$ cat config.mk
export PLATFORM = sky130hd
export DESIGN_NAME = icache_line_fetcher
export DESIGN_NICKNAME = d
export VERILOG_FILES = /design/src/rtl/icache_line_fetcher_pkg.sv /design/src/rtl/icache_line_fetcher_beat_asm.sv /design/src/rtl/icache_line_fetcher.sv
export SDC_FILE = /design/constraint.sdc
export NUM_CORES = 2
export LEC_CHECK = 0
export CORE_UTILIZATION = 45
export DETAILED_ROUTE_END_ITERATION = 10
export PLACE_DENSITY_LB_ADDON = 0.25
export SKIP_LAST_GASP = 1
export SYNTH_ARGS = -nofsm -noshare
export SYNTH_HDL_FRONTEND = slang
export SYNTH_SLANG_ARGS = --single-unit
$ cat constraint.sdc
create_clock -name clk -period 30.5 [get_ports clk]
set_clock_uncertainty 0.1 [all_clocks]
set_input_delay 4.575 -clock clk [delete_from_list [all_inputs] [get_ports clk]]
set_output_delay 4.575 -clock clk [all_outputs]
set_load 0.05 [all_outputs]
$ cat src/rtl/icache_line_fetcher_pkg.sv
// Shared types and constants for the I-cache line fetcher.
package icache_line_fetcher_pkg;

   localparam int          LINE_BITS        = 256;
   localparam int          LINE_OFFSET_BITS = 5;
   localparam logic [31:0] LINE_BYTES       = 32'd32;
   localparam logic [31:0] LINE_MASK        = ~(LINE_BYTES - 32'd1);

   typedef enum logic [2:0] {
      ST_IDLE    = 3'd0,
      ST_REQ     = 3'd1,
      ST_FILL    = 3'd2,
      ST_RESP    = 3'd3,
      ST_HOLD    = 3'd4,
      ST_PF_REQ  = 3'd5,
      ST_PF_FILL = 3'd6
   } fetch_state_t;

   // Line-align a byte address (offset bits forced to zero).
   function automatic logic [31:0] line_of(input logic [31:0] addr);
      return addr & LINE_MASK;
   endfunction

endpackage

$ cat src/rtl/icache_line_fetcher_beat_asm.sv
// Beat assembler: collects BEATS memory beats into one cache line, slot by slot.
module icache_line_fetcher_beat_asm
   import icache_line_fetcher_pkg::*;
#(
   parameter int BEAT_BITS = 64
) (
   input  logic                 clk,
   input  logic                 rst,
   input  logic                 clear_i,
   input  logic                 beat_valid_i,
   input  logic [BEAT_BITS-1:0] beat_i,
   output logic [LINE_BITS-1:0] line_o,
   output logic                 done_o
);

   localparam int                  BEATS    = LINE_BITS / BEAT_BITS;
   localparam int                  CNT_BITS = $clog2(BEATS);
   localparam logic [CNT_BITS-1:0] LAST     = CNT_BITS'(BEATS - 1);

   logic [CNT_BITS-1:0]  cnt_q, cnt_d;
   logic [LINE_BITS-1:0] line_q, line_d;

   // Next-state: clear restarts at slot 0, an accepted beat fills the current slot.
   always_comb begin
      cnt_d  = cnt_q;
      line_d = line_q;
      if (clear_i) begin
         cnt_d = '0;
      end else if (beat_valid_i) begin
         for (int i = 0; i < BEATS; i++) begin
            if (cnt_q == CNT_BITS'(i)) begin
               line_d[i*BEAT_BITS +: BEAT_BITS] = beat_i;
            end else begin
               line_d[i*BEAT_BITS +: BEAT_BITS] = line_q[i*BEAT_BITS +: BEAT_BITS];
            end
         end
         cnt_d = cnt_q + CNT_BITS'(1);
      end else begin
         cnt_d = cnt_q;
      end
   end

   // Beat counter and line storage.
   always_ff @(posedge clk or posedge rst) begin
      if (rst) begin
         cnt_q  <= '0;
         line_q <= '0;
      end else begin
         cnt_q  <= cnt_d;
         line_q <= line_d;
      end
   end

   // line_o includes the beat accepted this cycle so the final beat can be forwarded directly.
   assign line_o = line_d;
   assign done_o = beat_valid_i && !clear_i && (cnt_q == LAST);

endmodule

$ cat src/rtl/icache_line_fetcher.sv
// I-cache DFP responder: demand line fetch from burst memory plus one-line next-line prefetch.
module icache_line_fetcher
   import icache_line_fetcher_pkg::*;
#(
   parameter int BEAT_BITS   = 64,
   parameter bit PREFETCH_EN = 1'b1
) (
   input  logic                 clk,
   input  logic                 rst,
   input  logic [31:0]          dfp_addr,
   input  logic                 dfp_read,
   output logic [LINE_BITS-1:0] dfp_rdata,
   output logic [31:0]          dfp_raddr,
   output logic                 dfp_resp,
   output logic [31:0]          bmem_addr,
   output logic                 bmem_read,
   input  logic                 bmem_ready,
   input  logic [31:0]          bmem_raddr,
   input  logic [BEAT_BITS-1:0] bmem_rdata,
   input  logic                 bmem_rvalid
);

   fetch_state_t         state_q, state_d;
   logic [31:0]          cur_q, cur_d;          // demand line being served or latched
   logic [31:0]          pf_addr_q, pf_addr_d;
   logic                 pf_valid_q, pf_valid_d;
   logic                 pend_q, pend_d;        // demand latched while a prefetch runs
   logic                 dmiss_q, dmiss_d;      // current response came from a demand miss
   logic [LINE_BITS-1:0] rdata_q, rdata_d;
   logic [31:0]          raddr_q, raddr_d;
   logic                 resp_q, bmem_read_q;
   logic [31:0]          bmem_addr_q;

   logic [31:0]          req_line_s, pend_line_s;
   logic [LINE_BITS-1:0] dem_line_s, pf_line_s;
   logic                 dem_done_s, pf_done_s, pend_any_s;

   assign req_line_s = line_of(dfp_addr);

   icache_line_fetcher_beat_asm #(.BEAT_BITS(BEAT_BITS)) u_dem_asm (
      .clk          (clk),
      .rst          (rst),
      .clear_i      (state_q == ST_REQ),
      .beat_valid_i ((state_q == ST_FILL) && bmem_rvalid && (bmem_raddr == cur_q)),
      .beat_i       (bmem_rdata),
      .line_o       (dem_line_s),
      .done_o       (dem_done_s)
   );

   icache_line_fetcher_beat_asm #(.BEAT_BITS(BEAT_BITS)) u_pf_asm (
      .clk          (clk),
      .rst          (rst),
      .clear_i      (state_q == ST_PF_REQ),
      .beat_valid_i ((state_q == ST_PF_FILL) && bmem_rvalid && (bmem_raddr == pf_addr_q)),
      .beat_i       (bmem_rdata),
      .line_o       (pf_line_s),
      .done_o       (pf_done_s)
   );

   // A demand that arrives in the same cycle the prefetch finishes counts as pending.
   assign pend_any_s  = pend_q || dfp_read;
   assign pend_line_s = pend_q ? cur_q : req_line_s;

   // Next-state and datapath decisions for the fetch sequencer.
   always_comb begin
      state_d    = state_q;
      cur_d      = cur_q;
      pf_addr_d  = pf_addr_q;
      pf_valid_d = pf_valid_q;
      pend_d     = pend_q;
      dmiss_d    = dmiss_q;
      rdata_d    = rdata_q;
      raddr_d    = raddr_q;
      case (state_q)
         ST_IDLE: begin
            if (dfp_read && pf_valid_q && (req_line_s == pf_addr_q)) begin
               state_d    = ST_RESP;
               rdata_d    = pf_line_s;
               raddr_d    = pf_addr_q;
               pf_valid_d = 1'b0;
               dmiss_d    = 1'b0;
            end else if (dfp_read) begin
               state_d = ST_REQ;
               cur_d   = req_line_s;
               dmiss_d = 1'b1;
            end else begin
               state_d = ST_IDLE;
            end
         end
         ST_REQ: begin
            if (bmem_ready) begin
               state_d = ST_FILL;
            end else begin
               state_d = ST_REQ;
            end
         end
         ST_FILL: begin
            if (dem_done_s) begin
               state_d = ST_RESP;
               rdata_d = dem_line_s;
               raddr_d = cur_q;
            end else begin
               state_d = ST_FILL;
            end
         end
         ST_RESP: begin
            state_d = ST_HOLD;
         end
         ST_HOLD: begin
            if (PREFETCH_EN && dmiss_q) begin
               state_d    = ST_PF_REQ;
               pf_addr_d  = cur_q + LINE_BYTES;
               pf_valid_d = 1'b0;
               pend_d     = 1'b0;
            end else begin
               state_d = ST_IDLE;
            end
         end
         ST_PF_REQ: begin
            if (dfp_read && !pend_q) begin
               pend_d = 1'b1;
               cur_d  = req_line_s;
            end else begin
               pend_d = pend_q;
            end
            if (bmem_ready) begin
               state_d = ST_PF_FILL;
            end else begin
               state_d = ST_PF_REQ;
            end
         end
         ST_PF_FILL: begin
            if (pf_done_s) begin
               pf_valid_d = 1'b1;
               pend_d     = 1'b0;
               if (pend_any_s && (pend_line_s == pf_addr_q)) begin
                  state_d    = ST_RESP;
                  rdata_d    = pf_line_s;
                  raddr_d    = pf_addr_q;
                  pf_valid_d = 1'b0;
                  dmiss_d    = 1'b0;
               end else if (pend_any_s) begin
                  state_d = ST_REQ;
                  cur_d   = pend_line_s;
                  dmiss_d = 1'b1;
               end else begin
                  state_d = ST_IDLE;
               end
            end else if (dfp_read && !pend_q) begin
               pend_d = 1'b1;
               cur_d  = req_line_s;
            end else begin
               state_d = ST_PF_FILL;
            end
         end
         default: begin
            state_d = ST_IDLE;
         end
      endcase
   end

   // State, bookkeeping and registered outputs.
   always_ff @(posedge clk or posedge rst) begin
      if (rst) begin
         state_q     <= ST_IDLE;
         cur_q       <= 32'd0;
         pf_addr_q   <= 32'd0;
         pf_valid_q  <= 1'b0;
         pend_q      <= 1'b0;
         dmiss_q     <= 1'b0;
         rdata_q     <= '0;
         raddr_q     <= 32'd0;
         resp_q      <= 1'b0;
         bmem_read_q <= 1'b0;
         bmem_addr_q <= 32'd0;
      end else begin
         state_q     <= state_d;
         cur_q       <= cur_d;
         pf_addr_q   <= pf_addr_d;
         pf_valid_q  <= pf_valid_d;
         pend_q      <= pend_d;
         dmiss_q     <= dmiss_d;
         rdata_q     <= rdata_d;
         raddr_q     <= raddr_d;
         resp_q      <= (state_d == ST_RESP);
         bmem_read_q <= (state_d == ST_REQ) || (state_d == ST_PF_REQ);
         if (state_d == ST_REQ) begin
            bmem_addr_q <= cur_d;
         end else if (state_d == ST_PF_REQ) begin
            bmem_addr_q <= pf_addr_d;
         end else begin
            bmem_addr_q <= 32'd0;
         end
      end
   end

   assign dfp_rdata = rdata_q;
   assign dfp_raddr = raddr_q;
   assign dfp_resp  = resp_q;
   assign bmem_addr = bmem_addr_q;
   assign bmem_read = bmem_read_q;

endmodule
## Word-level counts from Yosys, hierarchy flattened

Cells that the tools add are included.

| word-level totals | value |
|---|---|
| register bits after elaboration | 908 |

| cells by class | value |
|---|---|
| add/subtract/negate cells | 3 |
| eq/ne operators | 26 |
| mux-type cells | 63 |
| reductions and logical operators | 30 |

Operators with widths:

| operator | number |
|---|---|
| 256-bit two-way mux | 8 |
| 256-bit one-hot mux with 3 select lines | 1 |
| 64-bit two-way mux | 8 |
| 32-bit two-way mux | 15 |
| 32-bit one-hot mux with 3 select lines | 2 |
| 32-bit == test | 4 |
| 32-bit by 6-bit adder with 32-bit output (second input constant) | 1 |
| 3-bit one-hot mux with 7 select lines | 1 |
| 2-bit two-way mux | 8 |
| 1-bit two-way mux | 14 |
| 3-bit == test (second input constant) | 4 |
| 1-bit logical AND | 12 |
| 3-bit by 2-bit == test with 1-bit output (second input constant) | 3 |
| 3-bit two-way mux | 3 |
| 3-bit nonzero test | 3 |
| 2-bit == test (second input constant) | 4 |
| 2-bit inequality test (second input constant) | 4 |
| 4-bit AND reduction | 2 |
| 3-bit by 1-bit == test with 1-bit output (second input constant) | 2 |
| 1-bit one-hot mux with 3 select lines | 2 |
| 2-bit nonzero test | 3 |
| 5-bit AND reduction | 1 |
| 2-bit by 1-bit adder with 2-bit output (second input constant) | 2 |
| 2-bit by 1-bit == test with 1-bit output (second input constant) | 2 |
| other kinds (9) | 13 |

## Longest topological paths before layout

| logic depth | value |
|---|---|
| word-level depth | 10 |
| mapped depth | 13 |
| gate-level depth less buffers | 9 |

## By module

From an unflattened synthesis, not the netlist that was laid out.

| unflattened totals | value |
|---|---|
| cell total of the unflattened synthesis | 2730 |
| area total of the unflattened synthesis | 41875.2 um2 |

By module, submodules not included:

| module | times used | cells an instance | area an instance (um2) |
|---|---|---|---|
| icache_line_fetcher_beat_asm | 2 | 560 | 10616.4 |
| icache_line_fetcher | 1 | 1610 | 20642.3 |

## Worst setup path before layout

Ideal clock, no wire load.

| path | value |
|---|---|
| kind | input port to flip-flop |
| from | in dfp_addr[9] |
| to | reg bmem_addr_q[13] (netlist: bmem_addr[13]) |
| setup time | 0.120 ns |
| arrival time | 7.166 ns |
| required time | 30.280 ns |
| path slack | 23.114 ns |
| stages | 9 |
| buffers on the path | 1 |
| path through | mux2_4 -> a222oi_1 -> nand4_1 -> or4_4 -> or4b_4 -> nand2_1 -> buf_4 -> mux2_2 -> a31o_2 |

| on the way | value |
|---|---|
| elaborated cells between the ends (all ways) | 17 |

RTL lines:

| element | RTL line | RTL |
|---|---|---|
| from (decl) | icache_line_fetcher.sv:10 | `input logic [31:0] dfp_addr,` |
| 32-bit two-way mux | icache_line_fetcher.sv:62 | `assign pend_line_s = pend_q ? cur_q : req_line_s;` |
| 32-bit == test | icache_line_fetcher.sv:136 | `if (pend_any_s && (pend_line_s == pf_addr_q)) begin` |
| 1-bit logical AND | icache_line_fetcher.sv:136 |  |
| 32-bit two-way mux | icache_line_fetcher.sv:136 |  |
| 32-bit two-way mux | icache_line_fetcher.sv:133 | `if (pf_done_s) begin` |
| 32-bit one-hot mux with 3 select lines * | icache_line_fetcher.sv:74 | `case (state_q)` |
| named net cur_d[13] | icache_line_fetcher.sv:24 | `logic [31:0] cur_q, cur_d;` |
| 32-bit two-way mux * | icache_line_fetcher.sv:187 | `if (state_d == ST_REQ) begin` |
| to (signal assigned) | icache_line_fetcher.sv:188 | `bmem_addr_q <= cur_d;` |
| to (signal assigned) | icache_line_fetcher.sv:190 | `bmem_addr_q <= pf_addr_d;` |
| to (decl) | icache_line_fetcher.sv:32 | `logic [31:0] bmem_addr_q;` |

Mark *: on every way through the listed nets, which the timed path passes. The rest lies on a longest branch.
A chain may end at the register's enable or synchronous reset.

## Worst setup path after layout

| path | value |
|---|---|
| from | in bmem_raddr[29] |
| to | reg rdata_q[148] (netlist: dfp_rdata[148]) |

| on the way | value |
|---|---|
| cells in the longest elaborated chain, start to end | 7 |
| elaborated cells between the ends (all ways) | 20 |

RTL lines:

| element | RTL line | RTL |
|---|---|---|
| from (decl) | icache_line_fetcher.sv:18 | `input logic [31:0] bmem_raddr,` |
| 32-bit == test | icache_line_fetcher.sv:54 | `.beat_valid_i ((state_q == ST_PF_FILL) && bmem_rvalid && (bmem_raddr == pf_addr_q)),` |
| 1-bit logical AND | icache_line_fetcher.sv:54 |  |
| 256-bit two-way mux | icache_line_fetcher_beat_asm.sv:29 | `end else if (beat_valid_i) begin` |
| 256-bit two-way mux | icache_line_fetcher_beat_asm.sv:27 | `if (clear_i) begin` |
| 256-bit two-way mux | icache_line_fetcher.sv:136 |  |
| 256-bit two-way mux | icache_line_fetcher.sv:133 |  |
| 256-bit one-hot mux with 3 select lines | icache_line_fetcher.sv:74 |  |
| to (signal assigned) | icache_line_fetcher.sv:183 | `rdata_q <= rdata_d;` |
| to (decl) | icache_line_fetcher.sv:29 | `logic [LINE_BITS-1:0] rdata_q, rdata_d;` |

Several ways; a longest one is shown, not always the timed one. The select of a mux whose other input is x is not followed.

==> results.md <==
- Post-CTS Resized: 0
- Top cell by count, worst path: buf_4
- Clock Power Share: 27.3%
- WHS Path Cells: 2
- Tcrit/Tclk final: 29.6%
- R2r endpoint: bmem_addr[10]
- Startpoint Class: input pin
- Placeable Area: 0.0888 mm^2
- Outcome: finished, violations left
- XOR/XNOR Fraction of Synth Area: 2.85%
- DR top layer: met5
- Compound-Gate Fraction of Synth Area: 12.2%
- HP Class: reg2reg
- Clock Latency Late Sink: 0.67 ns
- Reg clk slew, reported paths: 0.06 ns
- Final hold vios: 0
- Clock buffer depth: 3
- Routed len/inst: 24.5 um
- Switching part of the total: 41.8%
- Buf+Inv Stages, Crit Path: 4
- Yosys warns: 0
- EDFF count, synth: 0
- Mean Syn Cell Area: 10.8 um^2
- Number of max-cap violations: 0
- Hold path start: u_pf_asm.line_q[242]
- Post-synthesis simple-gate area fraction: 11.0%
- Met1 Routed Length: 56000 um
- Post-Syn Instances: 3746
- Leak: 23.0 nW
- Hold_buf cts: 0
- Failing checks: DRC
- Fin crit period: 9.04 ns
- Internal power: 2.61 mW
- Area grow syn2layout: 20.7%
- Post-synthesis mux area share: 13.7%
- Post-route setup slack: 21.46 ns
- Setup Fix Bufs, Post-CTS: 0
- Inst Count DP: 5043
- Initial Utilization: 45.6%
- Unrepaired setup endpoints after global routing: false
- Initial antenna violation count: 5
- Metal3 WL: 7410 um
- Initial DRC Count: 2521
- Vias in the first global route: 30300
- Post-Synth Adder-Cell Area: 0.278%
- Seq pwr share: 34.6%
- Final nets: 4119
- Global Route Usage Sum: 27.9%
- Register area share after synthesis: 56.1%
- Die Span X: 302 um
- Vias: 30400
- Worst EP arrival: 9.42 ns
- Vias per cell: 5.82
- Pre-CTS setup slack: 20.92 ns
- Post-layout util: 55.0%
- R2R cell count: 8
- DRT Wirelength: 128000 um
- Psw: 1.87 mW
- Worst path cell trace: clkdlybuf4s50_1, xor2_1, nand4b_1, nor4_1, and4_4, buf_4, or3_2, o311ai_4, buf_4, buf_4, o31ai_1
- CTS tree: yes
- Power share of the combinational group: 38.1%
- Synthesized cell area: 0.0405 mm^2
- Final HPWL DP: 78400 um
- WS Path Type: in2reg
- Ys flop type: dfrtp_1
- Unique cell type count in the Yosys netlist: 69
- Setup crit end kind: flip-flop
- Maximum VDD drop: 0.0857 mV
- Syn_nets: 3888
- Pin count of the biggest net entering global routing: 200
- Final setup vio count: 0
- Largest family of logic cells by synthesized area: multiplexers
- Die height: 302 um
- PD cells: 91.7 mW/mm^2
- I/O Pins: 455
- Peak Freq: 111 MHz
- Drt pass-1 iters: 11
- Clk sinks: 908
- Share of synthesized registers carrying an async set or reset: 100%
- Met2 Wirelength: 59700 um
- WHS Endpoint: u_pf_asm.line_q[242]
- Worst slew pin tran: 1.34 ns
- Worst reg2reg setup slack: 25.35 ns
- Routability Congestion: 0.987
- Die area: 0.0912 mm^2
- Relative slew slack: 10.5%
- Final Max Tran Viols: 0
- Crit path max-delay family: buffers and inverters
- Final-layout fill cell count: 7713
- PortBufs: 449
- CP peak stage delay: 0.96 ns
- Share of cells above drive strength 1: 17.1%
- First-pass GRT wire length: 193000 um
- DRC: 23
- Worst flop-to-flop path startpoint: cur_q[17]
- Worst path required time: 30.88 ns
- Routed Antenna Nets: 0
- FP Rows: 109
- Setup TNS Final: 0 ns
- GR Overflow Total: 0
- CTS Root Cell: clkbuf_16
- Total CTS buffers: 97
- Flip-flop and latch count after synthesis: 908
- CP max-delay cell: buf_4
- CP Max Fanout: 106
- # H-tree levels: 3
- Final cell count without fillers: 5218
## through the flow
stage / cell area [um^2] / hold WS, ns / total power, mW
after floorplan: 40500 / 0.340 / 2.64
after global placement: 45500 / 0.352 / 3.25
after detailed placement: 45500 / 0.356 / 3.27
after CTS: 48900 / 0.370 / 4.50
after global routing: 48900 / 0.381 / 4.67
final: 48900 / 0.365 / 4.48
## cell usage after synthesis (11+ instances only)
library cell	n	share of area [%]
nand2_1	595	5.5
nor4_1	16	0.25
inv_1	40	0.37
a21oi_1	40	0.49
buf_2	44	0.54
o21ai_0	61	0.75
nor2_1	316	2.9
o31ai_1	256	4.7
nand3_1	22	0.27
buf_1	13	0.12
mux2_2	457	13
nand2b_1	15	0.23
xor2_1	57	1.2
dfrtp_1	908	56
nand4_1	32	0.49
o31a_1	11	0.24
xnor2_1	75	1.6
and2_1	11	0.17
o22ai_1	272	4.2
mux2i_1	37	0.91
o211ai_1	11	0.20
nor3_1	15	0.19
clkbuf_1	297	2.8
## worst min-delay path, stage by stage (launching register included)
cell and delay (ns):
dfrtp_1 0.34, nand2_1 0.05, nand2_1 0.05
## cell type report
type / count / area [um^2] / share of cell area [%]
antenna: 3 / 7.51 / 0.0154
clock buffer: 143 / 2930 / 6.00
sequential: 908 / 22700 / 46.5
inverter: 40 / 158 / 0.323
clock inverter: 29 / 389 / 0.796
timing repair buffer: 490 / 4810 / 9.85
multi-input combinational: 2440 / 16400 / 33.5
tap: 1165 / 1460 / 2.98
## how the worst max path moves through the flow
stage                   startpoint             end  depth (start not counted)
finish              bmem_raddr[29]  dfp_rdata[148]                         11
global route        bmem_raddr[28]  dfp_rdata[156]                         11
CTS                 bmem_raddr[29]  dfp_rdata[154]                         11
detailed placement   bmem_raddr[3]    bmem_addr[7]                         11
global placement     bmem_raddr[3]    bmem_addr[7]                         11
floorplan                      rst    bmem_addr[0]                          1
## sequential cells by signal (all words and copies together) (netlist names)
register          cells
bmem_addr            32
bmem_read             1
dfp_resp              1
pf_addr_q            32
pend_q                1
cur_q                32
u_dem_asm.line_q    256
dfp_rdata           256
dfp_raddr            32
dmiss_q               1
u_pf_asm.line_q     256
u_pf_asm.cnt_q        2
u_dem_asm.cnt_q       2
state_q               3
pf_valid_q            1
## cell usage in the layout, fill, tap and decap left out, drive strengths merged, types with 4 or more instances in the layout
cell type      netlist  final
o211ai              11     11
nand2              595    595
nand2b              15     15
mux2               458    458
a22o                 9      9
o31a                11     11
a311oi              10     10
nor3                15     15
clkbuf             297    143
a21oi               40     40
or4                  8      8
dfrtp              908    908
or3                  5      5
clkdlybuf4s50        0    449
nor4                17     17
o21ai               70     70
buf                 61     41
clkinv               0     16
o22ai              272    272
xnor2               75     75
nand3               22     22
and3                10     10
inv                 40     42
nand4               32     32
a31oi                8      8
nor2b                9      9
clkinvlp             0      4
a21boi               4      4
mux2i               37     37
xor2                57     57
and2                11     11
and4                 6      6
o31ai              256    256
a211oi               5      5
nor2               316    316
o2111ai              4      4
ha                   9      9
bufinv               0      7
## logic make-up after synthesis
logic type	count (synthesis)
simple gates	1075
flops	908
compound gates	729
mux	495
buf+inv	398
xor+xnor	132
fa+ha+maj	9
## metal layers
layer  vias to the layer above  track usage [%]
li1                      13700                -
met1                     15600             38.3
met2                       917             44.3
met3                       218             5.11
met4                         4             10.3
met5                         -                0
## power groups by stage
stage,combinational [mW],sequential (mW),clock [mW]
floorplan,0.781,1.86,0
global placement,1.69,1.56,0
detailed placement,1.70,1.56,0
CTS,1.71,1.55,1.24
global route,1.82,1.56,1.29
finish,1.71,1.55,1.22
Power figures use the tool's default switching activity.
